==> src/rtl/uart_tx_arbiter_if.sv <==
// Bus bundle between the byte-stream clients, the arbiter and the UART.
// The slave view belongs to the arbiter; the master view is the client/UART side.
interface uart_tx_arbiter_if #(
  parameter int N_CLIENTS = 4
);
  // client side
  logic [N_CLIENTS-1:0]   req_valid_i;
  logic [8*N_CLIENTS-1:0] req_data_i;
  logic [N_CLIENTS-1:0]   req_last_i;
  logic [N_CLIENTS-1:0]   req_ready_o;
  logic [2*N_CLIENTS-1:0] cfg_rate_i;
  // UART side
  logic                   tx_valid_o;
  logic [7:0]             tx_data_o;
  logic                   tx_ready_i;
  logic [1:0]             rate_o;

  modport slave (
    input  req_valid_i, req_data_i, req_last_i, cfg_rate_i, tx_ready_i,
    output req_ready_o, tx_valid_o, tx_data_o, rate_o
  );

  modport master (
    output req_valid_i, req_data_i, req_last_i, cfg_rate_i, tx_ready_i,
    input  req_ready_o, tx_valid_o, tx_data_o, rate_o
  );
endinterface

==> src/rtl/uart_tx_arbiter.sv <==
// Round-robin arbiter sharing one UART transmitter between N byte-stream clients.
// A grant is held for one packet (up to req_last), at most MAX_BURST bytes, or
// until the owner stays silent for IDLE_TIMEOUT cycles. The owner's rate code is
// captured at grant time so the UART rate never moves while a frame is in flight.
module uart_tx_arbiter #(
  parameter int N_CLIENTS    = 4,
  parameter int MAX_BURST    = 16,
  parameter int IDLE_TIMEOUT = 64
) (
  input  logic                 clk_i,
  input  logic                 rst_n_i,
  uart_tx_arbiter_if.slave     bus,
  output logic [N_CLIENTS-1:0] grant_o,
  output logic                 busy_o
);

  localparam int         IDX_W      = (N_CLIENTS > 1) ? $clog2(N_CLIENTS) : 1;
  localparam logic [7:0] MAX_BURST_C = 8'(MAX_BURST);
  localparam logic [7:0] IDLE_TO_C   = 8'(IDLE_TIMEOUT);

  typedef enum logic [1:0] {
    ST_IDLE  = 2'd0,
    ST_SETUP = 2'd1,
    ST_SEND  = 2'd2,
    ST_DRAIN = 2'd3
  } state_t;

  state_t               state_q, state_d;
  logic [N_CLIENTS-1:0] grant_q, grant_d;
  logic [IDX_W-1:0]     last_grant_q, last_grant_d;  // also the owner index while granted
  logic [1:0]           rate_q, rate_d;
  logic [7:0]           beat_q, beat_d;
  logic [7:0]           idle_q, idle_d;
  logic                 drain_wait_q, drain_wait_d;

  logic                 pick_found_s;
  logic [IDX_W-1:0]     pick_idx_s;
  logic                 own_valid_s;
  logic                 own_last_s;
  logic [7:0]           own_data_s;
  logic                 xfer_s;
  logic                 tx_valid_s;
  logic [7:0]           tx_data_s;
  logic [N_CLIENTS-1:0] req_ready_s;

  // First requester after 'last', wrapping; MSB of the result flags a hit.
  function automatic logic [IDX_W:0] rr_pick(input logic [N_CLIENTS-1:0] valid,
                                             input logic [IDX_W-1:0]     last);
    logic [IDX_W:0] res;
    int             idx;
    res = '0;
    // Walk offsets from farthest to nearest so the nearest requester wins.
    for (int i = N_CLIENTS; i >= 1; i--) begin
      idx = (int'(last) + i) % N_CLIENTS;
      if (valid[idx[IDX_W-1:0]]) begin
        res = {1'b1, idx[IDX_W-1:0]};
      end else begin
        res = res;
      end
    end
    return res;
  endfunction

  // Round-robin candidate and the owner's view of the client bus.
  always_comb begin
    {pick_found_s, pick_idx_s} = rr_pick(bus.req_valid_i, last_grant_q);
    own_valid_s = bus.req_valid_i[last_grant_q];
    own_last_s  = bus.req_last_i[last_grant_q];
    own_data_s  = bus.req_data_i[{last_grant_q, 3'b000} +: 8];
    xfer_s      = (state_q == ST_SEND) && own_valid_s && bus.tx_ready_i;
  end

  // State register.
  always_ff @(posedge clk_i or negedge rst_n_i) begin
    if (!rst_n_i) begin
      state_q <= ST_IDLE;
    end else begin
      state_q <= state_d;
    end
  end

  // Next-state and grant/counter bookkeeping.
  always_comb begin
    state_d      = state_q;
    grant_d      = grant_q;
    last_grant_d = last_grant_q;
    rate_d       = rate_q;
    beat_d       = beat_q;
    idle_d       = idle_q;
    drain_wait_d = 1'b0;
    case (state_q)
      ST_IDLE: begin
        if (pick_found_s) begin
          grant_d      = {{(N_CLIENTS-1){1'b0}}, 1'b1} << pick_idx_s;
          last_grant_d = pick_idx_s;
          rate_d       = bus.cfg_rate_i[{pick_idx_s, 1'b0} +: 2];
          beat_d       = 8'd0;
          idle_d       = 8'd0;
          state_d      = ST_SETUP;
        end else begin
          grant_d = '0;
        end
      end
      ST_SETUP: begin
        // Rate has been on rate_o for a cycle; data may now flow.
        state_d = ST_SEND;
      end
      ST_SEND: begin
        if (xfer_s) begin
          beat_d = beat_q + 8'd1;
          idle_d = 8'd0;
          if (own_last_s || ((beat_q + 8'd1) == MAX_BURST_C)) begin
            state_d      = ST_DRAIN;
            drain_wait_d = 1'b1;
          end else begin
            state_d = ST_SEND;
          end
        end else if (!own_valid_s) begin
          if ((idle_q + 8'd1) == IDLE_TO_C) begin
            // Silent owner: nothing in flight, release without draining.
            state_d = ST_IDLE;
            grant_d = '0;
            idle_d  = 8'd0;
          end else begin
            idle_d = idle_q + 8'd1;
          end
        end else begin
          // Valid but UART busy: the owner is active, not idle.
          idle_d = 8'd0;
        end
      end
      ST_DRAIN: begin
        // tx_ready_i only falls the cycle after acceptance, so skip one cycle
        // before trusting it as "frame complete".
        if (drain_wait_q) begin
          state_d = ST_DRAIN;
        end else if (bus.tx_ready_i) begin
          state_d = ST_IDLE;
          grant_d = '0;
        end else begin
          state_d = ST_DRAIN;
        end
      end
      default: begin
        state_d = ST_IDLE;
        grant_d = '0;
      end
    endcase
  end

  // Grant, rate and counter registers.
  always_ff @(posedge clk_i or negedge rst_n_i) begin
    if (!rst_n_i) begin
      grant_q      <= '0;
      last_grant_q <= IDX_W'(N_CLIENTS - 1);
      rate_q       <= 2'd0;
      beat_q       <= 8'd0;
      idle_q       <= 8'd0;
      drain_wait_q <= 1'b0;
    end else begin
      grant_q      <= grant_d;
      last_grant_q <= last_grant_d;
      rate_q       <= rate_d;
      beat_q       <= beat_d;
      idle_q       <= idle_d;
      drain_wait_q <= drain_wait_d;
    end
  end

  // Output decode: zero-latency pass-through of the owner while sending.
  always_comb begin
    tx_valid_s  = 1'b0;
    tx_data_s   = 8'h00;
    req_ready_s = '0;
    if (state_q == ST_SEND) begin
      tx_valid_s                = own_valid_s;
      tx_data_s                 = own_valid_s ? own_data_s : 8'h00;
      req_ready_s[last_grant_q] = bus.tx_ready_i;
    end else begin
      tx_valid_s  = 1'b0;
      tx_data_s   = 8'h00;
      req_ready_s = '0;
    end
  end

  assign bus.tx_valid_o  = tx_valid_s;
  assign bus.tx_data_o   = tx_data_s;
  assign bus.req_ready_o = req_ready_s;
  assign bus.rate_o      = rate_q;
  assign grant_o         = grant_q;
  assign busy_o          = (state_q != ST_IDLE);

endmodule

==> src/flat_wrapper.sv <==
// flat-port wrapper written by rule: the top's interface ports become plain ports
module uart_tx_arbiter_flat 
#(
  parameter int N_CLIENTS    = 4,
  parameter int MAX_BURST    = 16,
  parameter int IDLE_TIMEOUT = 64
)
  (clk_i, rst_n_i, grant_o, busy_o, bus_req_valid_i, bus_req_data_i, bus_req_last_i, bus_cfg_rate_i, bus_tx_ready_i, bus_req_ready_o, bus_tx_valid_o, bus_tx_data_o, bus_rate_o);
  uart_tx_arbiter_if #(.N_CLIENTS(N_CLIENTS)) bus_i ();
  input  logic clk_i;
  input  logic rst_n_i;
  output logic [N_CLIENTS-1:0] grant_o;
  output logic busy_o;
  input wire logic [$bits(bus_i.req_valid_i)-1:0] bus_req_valid_i;
  input wire logic [$bits(bus_i.req_data_i)-1:0] bus_req_data_i;
  input wire logic [$bits(bus_i.req_last_i)-1:0] bus_req_last_i;
  input wire logic [$bits(bus_i.cfg_rate_i)-1:0] bus_cfg_rate_i;
  input wire logic [$bits(bus_i.tx_ready_i)-1:0] bus_tx_ready_i;
  output wire logic [$bits(bus_i.req_ready_o)-1:0] bus_req_ready_o;
  output wire logic [$bits(bus_i.tx_valid_o)-1:0] bus_tx_valid_o;
  output wire logic [$bits(bus_i.tx_data_o)-1:0] bus_tx_data_o;
  output wire logic [$bits(bus_i.rate_o)-1:0] bus_rate_o;
  assign bus_i.req_valid_i = bus_req_valid_i;
  assign bus_i.req_data_i = bus_req_data_i;
  assign bus_i.req_last_i = bus_req_last_i;
  assign bus_i.cfg_rate_i = bus_cfg_rate_i;
  assign bus_i.tx_ready_i = bus_tx_ready_i;
  assign bus_req_ready_o = bus_i.req_ready_o;
  assign bus_tx_valid_o = bus_i.tx_valid_o;
  assign bus_tx_data_o = bus_i.tx_data_o;
  assign bus_rate_o = bus_i.rate_o;
  uart_tx_arbiter #(.N_CLIENTS(N_CLIENTS), .MAX_BURST(MAX_BURST), .IDLE_TIMEOUT(IDLE_TIMEOUT)) u_core (.clk_i(clk_i), .rst_n_i(rst_n_i), .bus(bus_i), .grant_o(grant_o), .busy_o(busy_o));
endmodule
==> config.mk <==
export PLATFORM = sky130hd
export DESIGN_NAME = uart_tx_arbiter_flat
export DESIGN_NICKNAME = d
export VERILOG_FILES = /design/src/rtl/uart_tx_arbiter_if.sv /design/src/rtl/uart_tx_arbiter.sv /design/src/flat_wrapper.sv
export SDC_FILE = /design/constraint.sdc
export NUM_CORES = 1
export LEC_CHECK = 0
export ABC_AREA = 1
export CORE_ASPECT_RATIO = 1.5
export CORE_MARGIN = 3
export CORE_UTILIZATION = 42
export DETAILED_ROUTE_END_ITERATION = 10
export HOLD_SLACK_MARGIN = 0.1
export PLACE_DENSITY = 0.82
export SYNTH_ARGS = -nofsm -noshare
export SYNTH_HDL_FRONTEND = slang
export SYNTH_SLANG_ARGS = --single-unit
==> constraint.sdc <==
create_clock -name clk_i -period 2.23 [get_ports clk_i]
set_clock_uncertainty 0.1 [all_clocks]
set_input_delay 0.446 -clock clk_i [delete_from_list [all_inputs] [get_ports clk_i]]
set_output_delay 0.446 -clock clk_i [all_outputs]
set_load 0.01 [all_outputs]
==> impl_metrics.yaml, run 1 <==
status:
  status: "complete, but fails checks"
  failed_checks: "setup timing"
synth:
  synth_top_family_by_area: "simple AND/OR/NAND/NOR gates"
  synthesis.area_um2: 2160
  ys_ff_latch: 27
  syn_nets: 383
  synth.largest_area_cell: "dfrtp_1"
  yosys_warnings: 0
  synth_ff_type: "dfrtp_1"
  syn_inst: 326
  synth_common_cells: "nand2_1, nor2_1, inv_1"
  synth-simple-area-share_pct: 40.9
  synth_cell_type_count: 30
  synth_xor_area_share_pct: 2.03
  synthAdderAreaFrac_pct: 3.48
  ys_async_sr_fraction_pct: 100
  yosysTopAreaCellShare_pct: 29.0
  synth_mux_area_share_pct: 0
  synth_edf_count: 0
  synthTopCellsByArea: "dfrtp_1, nand2_1, nor2_1, nand3_1, o21ai_0"
  ys_seq_area_share_pct: 31.5
  syn_area_per_cell_um2: 6.61
  yosysMostFrequentCell: "nand2_1"
  synth_compound_area_share_pct: 13.0
timing:
  worstMarginPinSlew_ns: 0.339
  slew_viol_final: 0
  rsz0062_at_grt: "yes"
  hold_viol_final: 0
  slew_headroom_pct: 77.4
  finalSetupViolations: 3
  fin_crit_sh_pct: 100
  fin_ws_ns: -0.00502
  fin_crit_ns: 2.24
  tns_ns: -0.00915
  clock.fmax_ghz: 0.447
power_and_ir_drop:
  swShare_pct: 48.7
  switchingPower_mw: 1.90
  p_per_area_nw_per_um2: 1200
  power_frac_comb_pct: 74.8
  seq_power_share_pct: 18.2
  p_int_mw: 2.00
  power.leakage_nw: 1.59
  peakVddDrop_mv: 1.09
  p_clk_share_pct: 7.1
  total_power_mw: 3.91
grt:
  grt.total_usage_pct: 22.9
  grt_pass1_wl_um: 11100
  grt_max_degree: 28
  antenna_found_initial: 0
  grt_pass1_vias: 2590
  globalRouteOverflowTotal: 0
cts:
  cts_sinks: 27
  tritoncts: "yes"
  cts_htree_levels: 1
  cts_buffers: 3
  cts_max_path_buffers: 2
  cts_hold_buf: 0
  clock-root-buffer: "clkbuf_8"
  clk_pin_slew_ns: 0.09
  clk_latency_ns: 0.27
routing:
  vias: 2531
  final_antenna_net_count: 0
  wl_per_cell_um: 13.7
  drt_wl_total_um: 6750
  drt_pass1_iterations: 4
  first_iter_violations: 146
  drc: 0
  via_per_inst: 5.12
cells_and_area:
  num-fill-cells: 423
  antennaDiodeCount: 0
  area_delta_synth_final_pct: 51.2
  final_nets: 486
  drive_gt1_share_pct: 22.0
worst_setup_path:
  crit_type: "primary input to output pin"
  crit_fanout: 8
  slowest_stage: "clkdlybuf4s50_1"
  crit_path_max_incr_delay_ns: 0.48
  setup.worst_path.start_class: "primary input"
  cp_cell_sequence: "clkdlybuf4s50_1, inv_1, nand2_2, nand3_2, nand2_2, inv_2, nor2_4, inv_4, a21oi_1, buf_2"
  arrival_ns: 1.69
  end_kind: "output pin"
  cpMostUsedCell: "nand2_2"
  worst-endpoint-required_ns: 1.68
floorplan:
  dieArea_um2: 6050
  coreArea_um2: 4890
  rows: 31
  die_w_um: 64.5
  die_h_um: 93.7
  io_pins: 71
  start_util_pct: 44.1
run:
  maxCapViolations: 0
placed_design:
  dp.final_hpwl_um: 5140
  io_buffers: 70
  place.gp.congestion: 0.888
hold_path:
  hold_path_class: "flip-flop to flip-flop"
-- worst max-delay path: cells and delay by family --
family	cells	cell delay, ns
buf+inv	5	0.81
simple gates	4	0.31
compound gates	1	0.11
-- power by group through the flow --
stage / Clock, mW / Sequential, mW / Combinational, mW
after floorplan: 0 / 0.717 / 1.66
after global placement: 0 / 0.710 / 2.58
after detailed placement: 0 / 0.712 / 2.64
after CTS: 0.281 / 0.709 / 2.77
after global routing: 0.297 / 0.720 / 3.23
final: 0.276 / 0.709 / 2.92
-- cell families after synthesis --
group	Yosys count
and+or+nand+nor	191
AOI/OAI and AO/OA	52
buffers and inverters	45
DFF	27
adders and majority gates	6
xor gates and xnor gates	5
-- final cells by class --
class	count	area (um2)	share of cell area, %
inverters	37	149	4.57
clock buffers	4	45.0	1.38
flip-flops and latches	27	678	20.8
well taps	66	82.6	2.53
multi-input cells	255	1360	41.8
repair buffers	105	943	28.9
-- metrics by stage --
stage / utilization [%] / worst slack, ns / hold slack (ns) / cell area (um2) / std cells
6_report: 66.7 / -0.00502 / 0.375 / 3260 / 494
5_1_grt: 66.7 / -0.0949 / 0.400 / 3260 / 494
4_1_cts: 65.8 / -0.0122 / 0.381 / 3220 / 491
3_5_place_dp: 64.0 / -0.613 / 0.361 / 3130 / 480
3_3_place_gp: 64.0 / -0.541 / 0.365 / 3130 / 480
2_1_floorplan: - / 0.0241 / 0.0504 / 2180 / 326
-- worst paths after layout --
| check | start | to | slack, ns | cells past startpoint |
|---|---|---|---|---|
| setup / recovery | bus_req_valid_i[1] | bus_tx_data_o[5] | -0.005 | 10 |
| max in group asynchronous | rst_n_i | u_core.last_grant_q[1]$_DFFE_PN1P_ | 1.28 | 2 |
| hold reg to reg | u_core.grant_o[1]$_DFFE_PN0P_ | u_core.grant_o[1]$_DFFE_PN0P_ | 0.38 | 2 |
| hold / removal | u_core.grant_o[1]$_DFFE_PN0P_ | u_core.grant_o[1]$_DFFE_PN0P_ | 0.38 | 2 |
| setup reg to reg | u_core.last_grant_q[1]$_DFFE_PN1P_ | u_core.bus.rate_o[1]$_DFFE_PN0P_ | 0.06 | 16 |
| min in group asynchronous | rst_n_i | u_core.idle_q[3]$_DFFE_PN0P_ | 0.45 | 2 |
-- registers in the layout (all words and copies together) (netlist names) --
name                 count
u_core.drain_wait_q      1
u_core.last_grant_q      2
u_core.grant_o           4
u_core.bus.rate_o        2
u_core.idle_q            8
u_core.state_q           2
u_core.beat_q            8
-- routing by layer --
metal  part of all wire [%]  wire, um  track usage, %  vias to the layer above
li1                       -         -               -                     1253
met1                     36      2450            24.0                     1183
met2                     57      3840            45.0                       75
met3                    3.2       215            2.75                       20
met4                    3.5       239            8.82                        0
met5                      0         0               0                        -
-- repair_timing --
| action | in CTS | in global routing |
|---|---|---|
| resized for setup | 61 | 14 |
| cloned | 0 | 1 |
| buffers inserted | 7 | 2 |
| setup endpoints to repair | 13 | 21 |
| pin swaps | 3 | 7 |
-- cell usage in the layout, fill, tap and decap left out, types with 2 or more instances in the layout --
| cell type | Yosys | layout |
|---|---|---|
| a21oi_1 | 16 | 10 |
| a21oi_2 | 0 | 6 |
| a32o_1 | 3 | 3 |
| buf_12 | 0 | 3 |
| buf_2 | 4 | 10 |
| buf_4 | 0 | 30 |
| buf_6 | 2 | 2 |
| clkbuf_2 | 0 | 2 |
| clkbuf_8 | 0 | 3 |
| clkdlybuf4s50_1 | 0 | 54 |
| dfrtp_1 | 25 | 25 |
| dfstp_2 | 2 | 2 |
| dlygate4sd2_1 | 0 | 4 |
| ha_1 | 6 | 5 |
| inv_1 | 31 | 28 |
| inv_2 | 4 | 6 |
| inv_4 | 1 | 2 |
| nand2_1 | 81 | 79 |
| nand2_2 | 9 | 11 |
| nand2_4 | 3 | 4 |
| nand3_1 | 28 | 26 |
| nand3_2 | 1 | 2 |
| nand3_4 | 1 | 2 |
| nand4_1 | 7 | 7 |
| nor2_1 | 52 | 51 |
| nor2_4 | 4 | 6 |
| o21ai_0 | 26 | 24 |
| o21ai_1 | 3 | 5 |
| o22ai_1 | 4 | 4 |
| xor2_1 | 5 | 5 |
(Power assumes the default switching activity.)
==> inputs of run 2 (changes only) <==
CTS_CLUSTER_DIAMETER = 200   (was default)
==> results of run 2 <==
No change in the layout: final DEF, timing and power equal those of run 1.
